**src/rtl/store_buffer.sv**
```systemverilog
// store_buffer: posted-write FIFO between the core data-memory write port and
// data memory. Core stores retire in one cycle into a DEPTH-entry circular
// buffer; entries drain in order over a req/ack handshake. Loads can look up
// buffered stores by word address (youngest match wins).
//
// Ports:
//   clk, reset          clock, synchronous active-high reset
//   memwrite/dataadr/writedata   core store (one per cycle)
//   stall               buffer full, core must hold its store
//   rd_adr              load address for forwarding lookup
//   fwd_hit/fwd_data    youngest buffered match (data 0 on miss)
//   mem_req/mem_adr/mem_wdata/mem_ack   drain handshake to memory
//   count               occupied entries
//   overflow            sticky: store arrived while full
module store_buffer #(
  parameter int DEPTH = 4,
  parameter int AW    = 32,
  parameter int DW    = 32
) (
  input  logic                     clk,
  input  logic                     reset,
  input  logic                     memwrite,
  input  logic [AW-1:0]            dataadr,
  input  logic [DW-1:0]            writedata,
  output logic                     stall,
  input  logic [AW-1:0]            rd_adr,
  output logic                     fwd_hit,
  output logic [DW-1:0]            fwd_data,
  output logic                     mem_req,
  output logic [AW-1:0]            mem_adr,
  output logic [DW-1:0]            mem_wdata,
  input  logic                     mem_ack,
  output logic [$clog2(DEPTH):0]   count,
  output logic                     overflow
);
  localparam int PW = $clog2(DEPTH);
  localparam int CW = PW + 1;

  logic [AW-1:0]    adr_q  [DEPTH];
  logic [DW-1:0]    data_q [DEPTH];
  logic [DEPTH-1:0] vld;
  logic [PW-1:0]    wr_ptr, rd_ptr;
  logic             full, empty, push, pop;
  logic [DEPTH-1:0] hit_vec;

  assign full  = (count == CW'(DEPTH));
  assign empty = (count == '0);
  // Push is gated only by registered fullness; a same-cycle pop never frees
  // room for a store, so stall has no path from mem_ack.
  assign push  = memwrite & ~full;
  assign pop   = ~empty & mem_ack;

  assign stall     = full;
  assign mem_req   = ~empty;
  assign mem_adr   = adr_q[rd_ptr];
  assign mem_wdata = data_q[rd_ptr];

  always_ff @(posedge clk) begin
    if (reset) begin
      wr_ptr   <= '0;
      rd_ptr   <= '0;
      count    <= '0;
      vld      <= '0;
      overflow <= 1'b0;
    end else begin
      if (push) begin
        wr_ptr      <= wr_ptr + 1'b1;
        vld[wr_ptr] <= 1'b1;
      end
      // push and pop never hit the same slot: that needs empty (no pop) or
      // full (no push)
      if (pop) begin
        rd_ptr      <= rd_ptr + 1'b1;
        vld[rd_ptr] <= 1'b0;
      end
      case ({push, pop})
        2'b10:   count <= count + 1'b1;
        2'b01:   count <= count - 1'b1;
        default: count <= count;
      endcase
      if (memwrite && full) overflow <= 1'b1;
    end
  end

  // Payload needs no reset; vld gates every use of it.
  always_ff @(posedge clk) begin
    if (push) begin
      adr_q[wr_ptr]  <= dataadr;
      data_q[wr_ptr] <= writedata;
    end
  end

  // Per-entry word-address match
  for (genvar g = 0; g < DEPTH; g++) begin : g_match
    assign hit_vec[g] = vld[g] && (adr_q[g][AW-1:2] == rd_adr[AW-1:2]);
  end

  // Walk oldest to youngest starting at rd_ptr; later matches override, so the
  // entry closest to wr_ptr-1 wins. The head stays valid through its ack cycle.
  always_comb begin
    logic [PW-1:0] idx;
    idx      = '0;
    fwd_hit  = 1'b0;
    fwd_data = '0;
    for (int i = 0; i < DEPTH; i++) begin
      idx = rd_ptr + PW'(i);
      if (hit_vec[idx]) begin
        fwd_hit  = 1'b1;
        fwd_data = data_q[idx];
      end
    end
  end

endmodule

```
**config.mk**
```make
export PLATFORM = sky130hd
export DESIGN_NAME = store_buffer
export DESIGN_NICKNAME = d
export VERILOG_FILES = /design/src/rtl/store_buffer.sv
export SDC_FILE = /design/constraint.sdc
export NUM_CORES = 1
export LEC_CHECK = 0
export BUFFER_PORTS_ARGS = -buffer_cell sky130_fd_sc_hd__buf_2
export CAP_MARGIN = 10
export CELL_PAD_IN_SITES_DETAIL_PLACEMENT = 1
export CELL_PAD_IN_SITES_GLOBAL_PLACEMENT = 2
export CORE_ASPECT_RATIO = 0.6
export CORE_UTILIZATION = 42
export DETAILED_ROUTE_END_ITERATION = 12
export PLACE_DENSITY_LB_ADDON = 0.1
export SYNTH_ARGS = -nofsm -noshare
export SYNTH_HDL_FRONTEND = slang
export SYNTH_SLANG_ARGS = --single-unit
```
**constraint.sdc**
```tcl
create_clock -name clk -period 4.08 [get_ports clk]
set_input_delay 0 -clock clk [delete_from_list [all_inputs] [get_ports clk]]
set_output_delay 0 -clock clk [all_outputs]
set_load 0.005 [all_outputs]
```
* After elaboration in Yosys (flattened, before gate mapping) *
Memory sizes are Yosys's and may differ from the RTL's. A register that Yosys moved wholly into a read port is not among the register bits.
Index checks and enable logic that the tools add are counted.
Widths: inputs -> output; s select.

storage, ports and cells
  bits in writable memories = 256
  memories kept = 2
  logic and storage cells = 73
  register bits after elaboration = 12
  output and inout port bits = 103
  input port bits = 100

memory list
  memory  depth  width  rd ports  clocked after memory_dff  write ports  RTL line  text
  adr_q   4      32     5         1                         1            39        logic [AW-1:0] adr_q [DEPTH];
  data_q  4      32     4         1                         1            40        logic [DW-1:0] data_q [DEPTH];

operators by class
  equal/unequal tests = 7
  bitwise logic cells = 7
  reduce and logical (&&, ||, !) cells = 9
  $add $sub $neg = 6
  muxes and demuxes = 30
  order comparisons = 7

operator list
  cell                 number
  $mux 32              4
  $eq 30x30->1         4
  $lt 2x3->1 const B   5
  $mux 1               12
  $mux 4               3
  $bmux 1 s2           4
  $mux 2               4
  $logic_and 1x1->1    7
  $pmux 3 s2           1
  $add 2x1->2 const B  2
  $add 2x2->2 const B  2
  $and 4x4->4          1
  $demux 1 s2          2
  $ge 2x1->1 const B   2
  $not 4->4            1
  $or 4x4->4           1
  $add 3x1->3 const B  1
  $eq 3x3->1 const B   1
  $logic_not 3->1      1
  $sub 3x1->3 const B  1
  $and 1x1->1          2
  $eq 2x1->1 const B   1
  $eq 2x2->1 const B   1
  $not 1->1            2
  $reduce_bool 2->1    1

* Depth between registers and ports, before layout *
Gate-level depths: netlist of run 1.

  word-level depth = 9
  depth in mapped cells = 11
  gate-level depth less buffers = 10

* Least setup slack after synthesis of run 1 *
Ideal clock, no wire load.

  kind = register -> register
  start = register count[0]
  end = memory adr_q[0][0] (enable)
  buffers on the path = 1
  arrival time = 2,543 ps
  path slack = 1,108 ps
  data required time = 3,650 ps
  library setup time = 430 ps
  period minus slack after synthesis = 2,972 ps
  stages on the path, launching flop included = 6
  cells stage by stage = dfxtp_1 inv_1 and3_1 nor2b_1 clkbuf_1 and2_1

on the way
  longest elaborated chain between the ends = 5

ends and longest elaborated chain
  what                          RTL line  text
  from (decl)                   33        output logic [$clog2(DEPTH):0] count,
  from (signal assigned)        77        2'b10: count <= count + 1'b1;
  from (signal assigned)        78        2'b01: count <= count - 1'b1;
  from (signal assigned)        79        default: count <= count;
  $eq 3x3->1                    46        assign full = (count == CW'(DEPTH));
  named net stall               25        output logic stall,
  $not 1->1                     50        assign push = memwrite & ~full;
  $and 1x1->1                   50
  $mux 1                        87        if (push) begin
  $mux 1 (implied by the code)  88        adr_q[wr_ptr] <= dataadr;
  to (decl)                     39

The timed path passes the listed nets, and every way through them passes these cells.

==> results of run 1 <==
## state kept, by name (all words and copies together), names as in the netlist, named ones only
register  flops
adr_q       128
count         3
data_q      128
overflow      1
rd_ptr        2
vld           4
wr_ptr        2
## layout by cell type, fill, tap and decap left out, types with 3 or more instances in the layout
cell type	netlist	layout
sky130_fd_sc_hd__edfxtp_1	256	256
sky130_fd_sc_hd__buf_2	48	200
sky130_fd_sc_hd__mux4_2	160	160
sky130_fd_sc_hd__xnor2_1	122	122
sky130_fd_sc_hd__dlygate4sd3_1	0	67
sky130_fd_sc_hd__and2_1	69	65
sky130_fd_sc_hd__inv_1	40	40
sky130_fd_sc_hd__a21oi_1	40	40
sky130_fd_sc_hd__nor3b_1	32	32
sky130_fd_sc_hd__o32a_1	32	32
sky130_fd_sc_hd__nand4_1	29	29
sky130_fd_sc_hd__clkbuf_16	0	29
sky130_fd_sc_hd__buf_4	3	17
sky130_fd_sc_hd__nand3_1	16	16
sky130_fd_sc_hd__nor2_1	15	15
sky130_fd_sc_hd__dfxtp_1	14	10
sky130_fd_sc_hd__ha_1	9	8
sky130_fd_sc_hd__clkbuf_1	22	7
sky130_fd_sc_hd__clkinv_1	0	7
sky130_fd_sc_hd__buf_12	0	7
sky130_fd_sc_hd__bufinv_16	0	6
sky130_fd_sc_hd__nand2_1	5	5
sky130_fd_sc_hd__nor4_2	5	4
sky130_fd_sc_hd__nor4_4	3	4
sky130_fd_sc_hd__and2_4	0	4
sky130_fd_sc_hd__o21a_1	4	4
sky130_fd_sc_hd__o2111ai_4	1	3
sky130_fd_sc_hd__dfxtp_4	0	3
## through the flow
stage	cells	power [mW]	cell area (um^2)
finish	1678	10.0	18300
global route	1678	10.5	18300
CTS	1674	10.1	18300
detailed placement	1555	7.29	16600
global placement	1555	7.29	16600
floorplan	960	6.19	15200
## how the worst min path moves through the flow
stage | to | slack, ps | cells after the start
floorplan | adr_q[0][0]$_DFFE_PP_ | 100 | 0
global placement | adr_q[3][28]$_DFFE_PP_ | 210 | 1
detailed placement | adr_q[2][30]$_DFFE_PP_ | 220 | 1
CTS | flip-flop | 60 | 4
global route | flip-flop | 90 | 4
finish | flip-flop | 90 | 4
## cell families (layout without fill, tap and decap cells)
group	after synthesis	count (layout)	synth area share [%]
mux	161	161	23.8
compound gates	81	82	4.06
fa+ha+maj	10	10	0.872
xor+xnor	124	124	7.14
simple gates	181	181	7.75
flops	270	270	52.4
buf+inv	133	383	4.01
## worst reg2reg max path, stage by stage (launching register included)
cell and delay (ps):
sky130_fd_sc_hd__dfxtp_1 390, sky130_fd_sc_hd__inv_1 90, sky130_fd_sc_hd__and3_1 220, sky130_fd_sc_hd__nor2b_1 480
sky130_fd_sc_hd__and2_4 610, sky130_fd_sc_hd__buf_12 330
## layer usage
metal | GRT usage, % | wire length [um]
met5 | 0 | 0
met4 | 3.71 | 613
met3 | 2.77 | 1880
met2 | 34.7 | 19100
met1 | 37.8 | 21900
## layout make-up
type                       count  area share (%)
multi-input combinational    558            36.5
clock buffer                  36            4.10
inverter                      40           0.818
sequential                   270            43.5
clock inverter                16            1.30
timing repair buffer         291            10.6
tap                          467            3.18
## report_power, final
part,switching (mW),leakage (nW),total (mW),internal [mW]
registers,0.325,2.47,3.70,3.38
clock network,1.09,0.473,2.77,1.68
logic,1.60,3.19,3.53,1.94
## what timing repair did
item / CTS / global route
setup buffers: 0 / 3
setup endpoints to repair: 0 / 18
endpoints found under the hold margin: 270 / 0
hold buffers: 67 / 0
gates resized for setup: 0 / 2
==> results.txt, run 1 <==
----------------------------------------------------
[Status]
  Result of the run ... finished, violations left
  Failing checks ... DRC

[Layout]
  Layout overhead on the synthesized area ... 20.7%
  Multi-input logic area ... 0.00670 mm^2
  Fraction of layout instances using a drive strength above 1 ... 36.7%
  Final-layout fill cell count ... 3,364
  Register area ... roughly 0.0080 mm^2
  Core Util, Final ... 51.9%
  Final-stage net count ... roughly 1,300
  Antenna diode instance count ... 0

[Synthesis]
  Largest cells by area after synthesis ... sky130_fd_sc_hd__edfxtp_1 51%, sky130_fd_sc_hd__mux4_2 24%, sky130_fd_sc_hd__xnor2_1 7.0%
  Top cells by instance count after synthesis ... 256 x sky130_fd_sc_hd__edfxtp_1, 160 x sky130_fd_sc_hd__mux4_2, 122 x sky130_fd_sc_hd__xnor2_1
  Number of different library cells in the post-synthesis netlist ... 36
  Count of warnings emitted by yosys ... 0
  Async SR Flop Fraction ... 0%
  Flip-flop and latch count after synthesis ... 270
  Mapped Nets ... 1,070
  Cell with the most instances after synthesis ... sky130_fd_sc_hd__edfxtp_1
  Part of the Yosys area used for sequential elements ... between 50% and 60%
  Ys flop type ... sky130_fd_sc_hd__edfxtp_1
  Number of enable flip-flop cells after synthesis ... 256
  Portion of synthesized cell area occupied by the leading cell type ... approximately half
  Count of mapped cells out of synthesis ... 960
  Netlist area before placement ... 0.0152 mm^2
  Yosys top cell by area ... sky130_fd_sc_hd__edfxtp_1
  Avg Cell Area, Syn ... 15.8 um^2

[Setup path]
  Timing endpoint of the critical path ... fwd_data[29]
  Series of cell instances along the critical path ... xnor2_1 > nand4_1 > nor4_2 > nand2_1 > o2111ai_4 > buf_4 > or2_1 > buf_4 > o32a_1 > buf_2
  Highest fanout seen on the critical path ... 15
  Sum of buffers and inverters on the critical path ... 3
  Worst setup startpoint ... adr_q[1][24]$_DFFE_PP_
  Cell with the largest stage delay on the worst path ... sky130_fd_sc_hd__nor4_2
  Critical register-to-register path startpoint ... count[1]$_SDFFE_PP0P_
  Worst reg-to-reg path cell count ... 5
  FF-to-FF setup slack ... 1580 ps
  Setup crit end kind ... output pin
  Worst R2R End ... data_q[0][24]$_DFFE_PP_
  Startpoint class of the critical path ... flip-flop
  Cell repeated most along the worst path ... sky130_fd_sc_hd__buf_4
  Largest incremental delay on the critical path ... about 600 ps
  Stages on the worst setup path ... 10
  Required time of the worst setup path ... 4080 ps
  Gate family responsible for the most delay along the worst path ... simple AND/OR/NAND/NOR gates
  Data arrival time at the worst-slack endpoint ... 3890 ps
  CP Class ... reg -> out

[Floorplan]
  # rows ... 53
  Area of the core region ... 0.0353 mm^2
  Number of ports placed on the die boundary ... 203
  Height of the die ... 149 um
  Initial core utilization ... 43.0%
  Full die area ... 0.0370 mm^2
  Die extent in x ... 248 um

[Detailed routing]
  Final wirelength ... ~43,000 um
  Final antenna-violating net count ... 0
  Total vias in the final route ... 9,742
  First-pass iteration count of the detailed router ... 11
  Post-DR wirelength/cell ... 25.9 um
  Remaining design rule violation count ... 10
  Vias/cell ... 5.81
  First-iteration detailed-routing DRC count ... 812

[Timing]
  Worst path setup slack after routing ... 186 ps
  Slew HR ... between 40% and 50%
  Final-report hold violation count ... 0
  Count of endpoints failing setup in the final report ... 0
  Setup repair after global routing missed its margin ... no
  Setup TNS ... 0 ps
  Actual slew at the worst max-slew pin ... 822 ps
  Period utilization ... 95.5%
  Pins over their slew limit ... 0
  Min Hold Slack ... 92.9 ps
  Layout Skew ... between 9 and 10 ps
  Final worst path period need ... 3890 ps
  Highest Clock Rate ... roughly 260 MHz

[Place]
  Pre-CTS setup slack ... 765 ps
  Port buffer count ... 200
  Final GP Congestion ... 0.793
  Post-detail-place hpwl ... 28,900 um

[Global routing]
  Combined global-route utilization of all metal layers ... 23.5%
  Gr ovfl total ... 0
  Pin count of the biggest net entering global routing ... 59
  Number of antenna violations at the first check in global routing ... 0
  Via count of the first global-routing pass ... ~9,900
  Global-route wire length before repair ... 64,100 um

[Min path]
  Source of the worst hold timing path ... mem_ack
  Classification of the worst-slack hold path ... in -> reg

[Power and ir drop]
  VDD IR-drop max ... 0.319 mV
  Static Leak ... approximately 6 nW
  Cell area power density ... 545 mW/mm^2

[Clock tree]
  Clk_lat worst skew ... 550 ps
  Clock tree buffer depth ... 3
  Number of buffers inserted during clock tree synthesis ... 28
  Clock tree from TritonCTS ... built
  Number of H-tree branching levels ... 1
  Cell chosen for the clock root ... sky130_fd_sc_hd__clkbuf_16
  Clk sink count ... 270
  Clock transition time at the flip-flop clock pins of the worst setup and hold paths ... 60 ps

[Flow run]
  Maxcap violations ... 0

----------------------------------------------------
Note: power is estimated with default switching activity, not from simulation.
==> run 2: changes to the inputs <==
==> constraint.sdc (replaced) <==
create_clock -name clk -period 3.9 [get_ports clk]
set_input_delay 0 -clock clk [delete_from_list [all_inputs] [get_ports clk]]
set_output_delay 0 -clock clk [all_outputs]
set_load 0.005 [all_outputs]
==> run 2 against run 1 <==
Against the previous run: the flow still finishes with violations (DRC); clock skew decreased by 1.1 ps; cell count is 0.12% higher; global-route usage decreased by 0.24 points; critical path depth unchanged; utilization decreased by 0.22 points; wire length decreased by 0.17%; critical path type unchanged; critical endpoint is now fwd_data[31].
==> results.txt, run 2 (same netlist as run 1, synthesis figures left out) <==
----------------------------------------------------
[Status]
  Result of the run ... finished, violations left
  Failing checks ... DRC

[Layout]
  Multi-input logic area ... 0.00672 mm^2 (+0.24%)
  Register area ... 0.00798 mm^2 (unchanged)
  Registers with the most flip-flops ... adr_q (128), data_q (128), vld (4)
  Layout overhead on the synthesized area ... 20.2%
  Fraction of layout instances using a drive strength above 1 ... 37.2% (+0.46 points)
  Core Util, Final ... 51.7% (-0.22 points)
  Most common library cell in the layout ignoring fill and taps ... sky130_fd_sc_hd__edfxtp_1
  Final-stage net count ... 1,301 (+0.15%)
  Final-layout fill cell count ... 3,432 (+2.0%)
  Commonest cells after routing, fill and taps aside ... 256 x sky130_fd_sc_hd__edfxtp_1, 200 x sky130_fd_sc_hd__buf_2, 160 x sky130_fd_sc_hd__mux4_2, 121 x sky130_fd_sc_hd__xnor2_1, 67 x sky130_fd_sc_hd__dlygate4sd3_1
  Post-route cell area ... 0.0183 mm^2 (-0.42%)

[Clock tree]
  Number of buffers inserted during clock tree synthesis ... 28 (unchanged)
  Clock transition time at the flip-flop clock pins of the worst setup and hold paths ... 60 ps (about the same)
  Clock tree buffer depth ... 3 (unchanged)
  Clock tree from TritonCTS ... built
  Number of H-tree branching levels ... 1 (unchanged)
  Clk_lat worst skew ... 550 ps (about the same)
  Clk sink count ... 270 (unchanged)
  Cell chosen for the clock root ... sky130_fd_sc_hd__clkbuf_16

[Detailed routing]
  Post-DR wirelength/cell ... 25.8 um (-0.28%)
  Final wirelength ... 43,300 um (-0.17%)
  First-pass iteration count of the detailed router ... 12 (+1)
  Total vias in the final route ... 9,699 (-0.44%)
  Remaining design rule violation count ... 8 (-2)
  Vias/cell ... 5.77 (-0.56%)
  First-iteration detailed-routing DRC count ... 633 (-22%)
  Final antenna-violating net count ... 0 (unchanged)

[Floorplan]
  Area of the core region ... 0.0353 mm^2 (unchanged)
  Number of ports placed on the die boundary ... 203 (unchanged)
  Full die area ... 0.0370 mm^2 (unchanged)
  # rows ... 53 (unchanged)
  Initial core utilization ... 43.0% (unchanged)
  Die extent in x ... 248 um (unchanged)
  Height of the die ... 149 um (unchanged)

[Timing]
  Setup repair after global routing missed its margin ... no
  Final worst path period need ... 3800 ps
  Slew HR ... 33.1% (-12 points)
  Actual slew at the worst max-slew pin ... 1000 ps (+181 ps)
  Highest Clock Rate ... 263 MHz
  Final-report hold violation count ... 0 (unchanged)
  Setup TNS ... 0 ps (unchanged)
  Period utilization ... just under 100%
  Count of endpoints failing setup in the final report ... 0 (unchanged)
  Pins over their slew limit ... 0 (unchanged)
  Layout Skew ... 8.29 ps (-1.11 ps)

[Place]
  Post-detail-place hpwl ... 29,100 um (+0.87%)
  Port buffer count ... 200 (unchanged)
  Instance area at placement ... 0.0166 mm^2 (about the same)
  Final GP Congestion ... 0.808 (+1.9%)

[Setup path]
  Data arrival time at the worst-slack endpoint ... 3800 ps (-90 ps)
  Setup crit end kind ... output pin
  Startpoint class of the critical path ... flip-flop
  CP Class ... reg -> out
  Worst reg-to-reg path cell count ... 5 (unchanged)
  Highest fanout seen on the critical path ... 36 (+21)
  Required time of the worst setup path ... 3900 ps (-180 ps)

[Power and ir drop]
  Cell area power density ... 558 mW/mm^2 (+2.4%)
  Pwr Total ... 10.2 mW (+2.0%)
  Static Leak ... 6.13 nW (about the same)
  VDD IR-drop max ... 0.382 mV (+20%)

[Global routing]
  Combined global-route utilization of all metal layers ... 23.3% (-0.24 points)
  Number of antenna violations at the first check in global routing ... 1 (+1)
  Via count of the first global-routing pass ... 9,877 (-0.34%)
  Pin count of the biggest net entering global routing ... 61 (+3.4%)
  Global-route wire length before repair ... 63,500 um (-1.0%)
  Gr ovfl total ... 0 (unchanged)

[Min path]
  Classification of the worst-slack hold path ... in -> reg
  Hold Crit Depth ... 4 (unchanged)

[Flow run]
  Maxcap violations ... 0 (unchanged)

----------------------------------------------------
run 2: final cells by class:
type	instances	area share, %
Sequential cell	270	43.7
Timing Repair Buffer	293	10.6
Antenna cell	1	0.0137
Multi-Input combinational cell	558	36.8
Inverter	40	0.822
Clock buffer	34	4.18
Tap cell	467	3.20
Clock inverter	17	0.705
run 2: worst paths after layout:
path	startpoint	end	slack, ps
setup / recovery	adr_q[0][4]$_DFFE_PP_	fwd_data[31]	100
hold / removal	mem_ack	flip-flop	100
setup reg to reg	count[0]$_SDFFE_PP0P_	data_q[0][15]$_DFFE_PP_	1370
hold reg to reg	vld[2]$_SDFF_PP0_	vld[2]$_SDFF_PP0_	480
run 2: timing repair:
item | in CTS | in global routing
setup buffers | 0 | 4
endpoints found under the setup margin | 0 | 18
hold buffers | 67 | 0
resized for setup | 0 | 4
endpoints found under the hold margin | 270 | 0
run 2: layer usage:
layer  part of all wire, %  vias up  track usage (%)  wire length [um]
li1                      -     4277                -                 -
met1                    49     5129             35.9             21200
met2                    44      250             34.8             19300
met3                   5.2       43             4.19              2250
met4                   1.4        0             3.93               592
met5                     0        -                0                 0
run 2: where the power goes:
part           internal (mW)  total, mW  switching (mW)
sequential              3.53       3.90           0.369
combinational           2.02       3.67            1.64
clock                   1.51       2.63            1.12
run 2: worst max-delay path: stages, from the launching register on:
cell and delay (ps):
sky130_fd_sc_hd__edfxtp_1 420, sky130_fd_sc_hd__xnor2_1 470, sky130_fd_sc_hd__nand4_1 350, sky130_fd_sc_hd__nor4_4 490
sky130_fd_sc_hd__nand3_1 330, sky130_fd_sc_hd__o2111ai_4 200, sky130_fd_sc_hd__buf_12 190, sky130_fd_sc_hd__buf_12 210
sky130_fd_sc_hd__nor3b_1 80, sky130_fd_sc_hd__o32a_1 350, sky130_fd_sc_hd__buf_2 140
run 2: per-stage QoR:
stage          setup slack, ps  hold slack [ps]  cells
2_1_floorplan              928             98.9    960
5_1_grt                   24.6              108   1680
4_1_cts                   11.0             63.0   1674
3_3_place_gp               676              215   1556
6_report                   100             95.0   1680
3_5_place_dp               625              218   1556
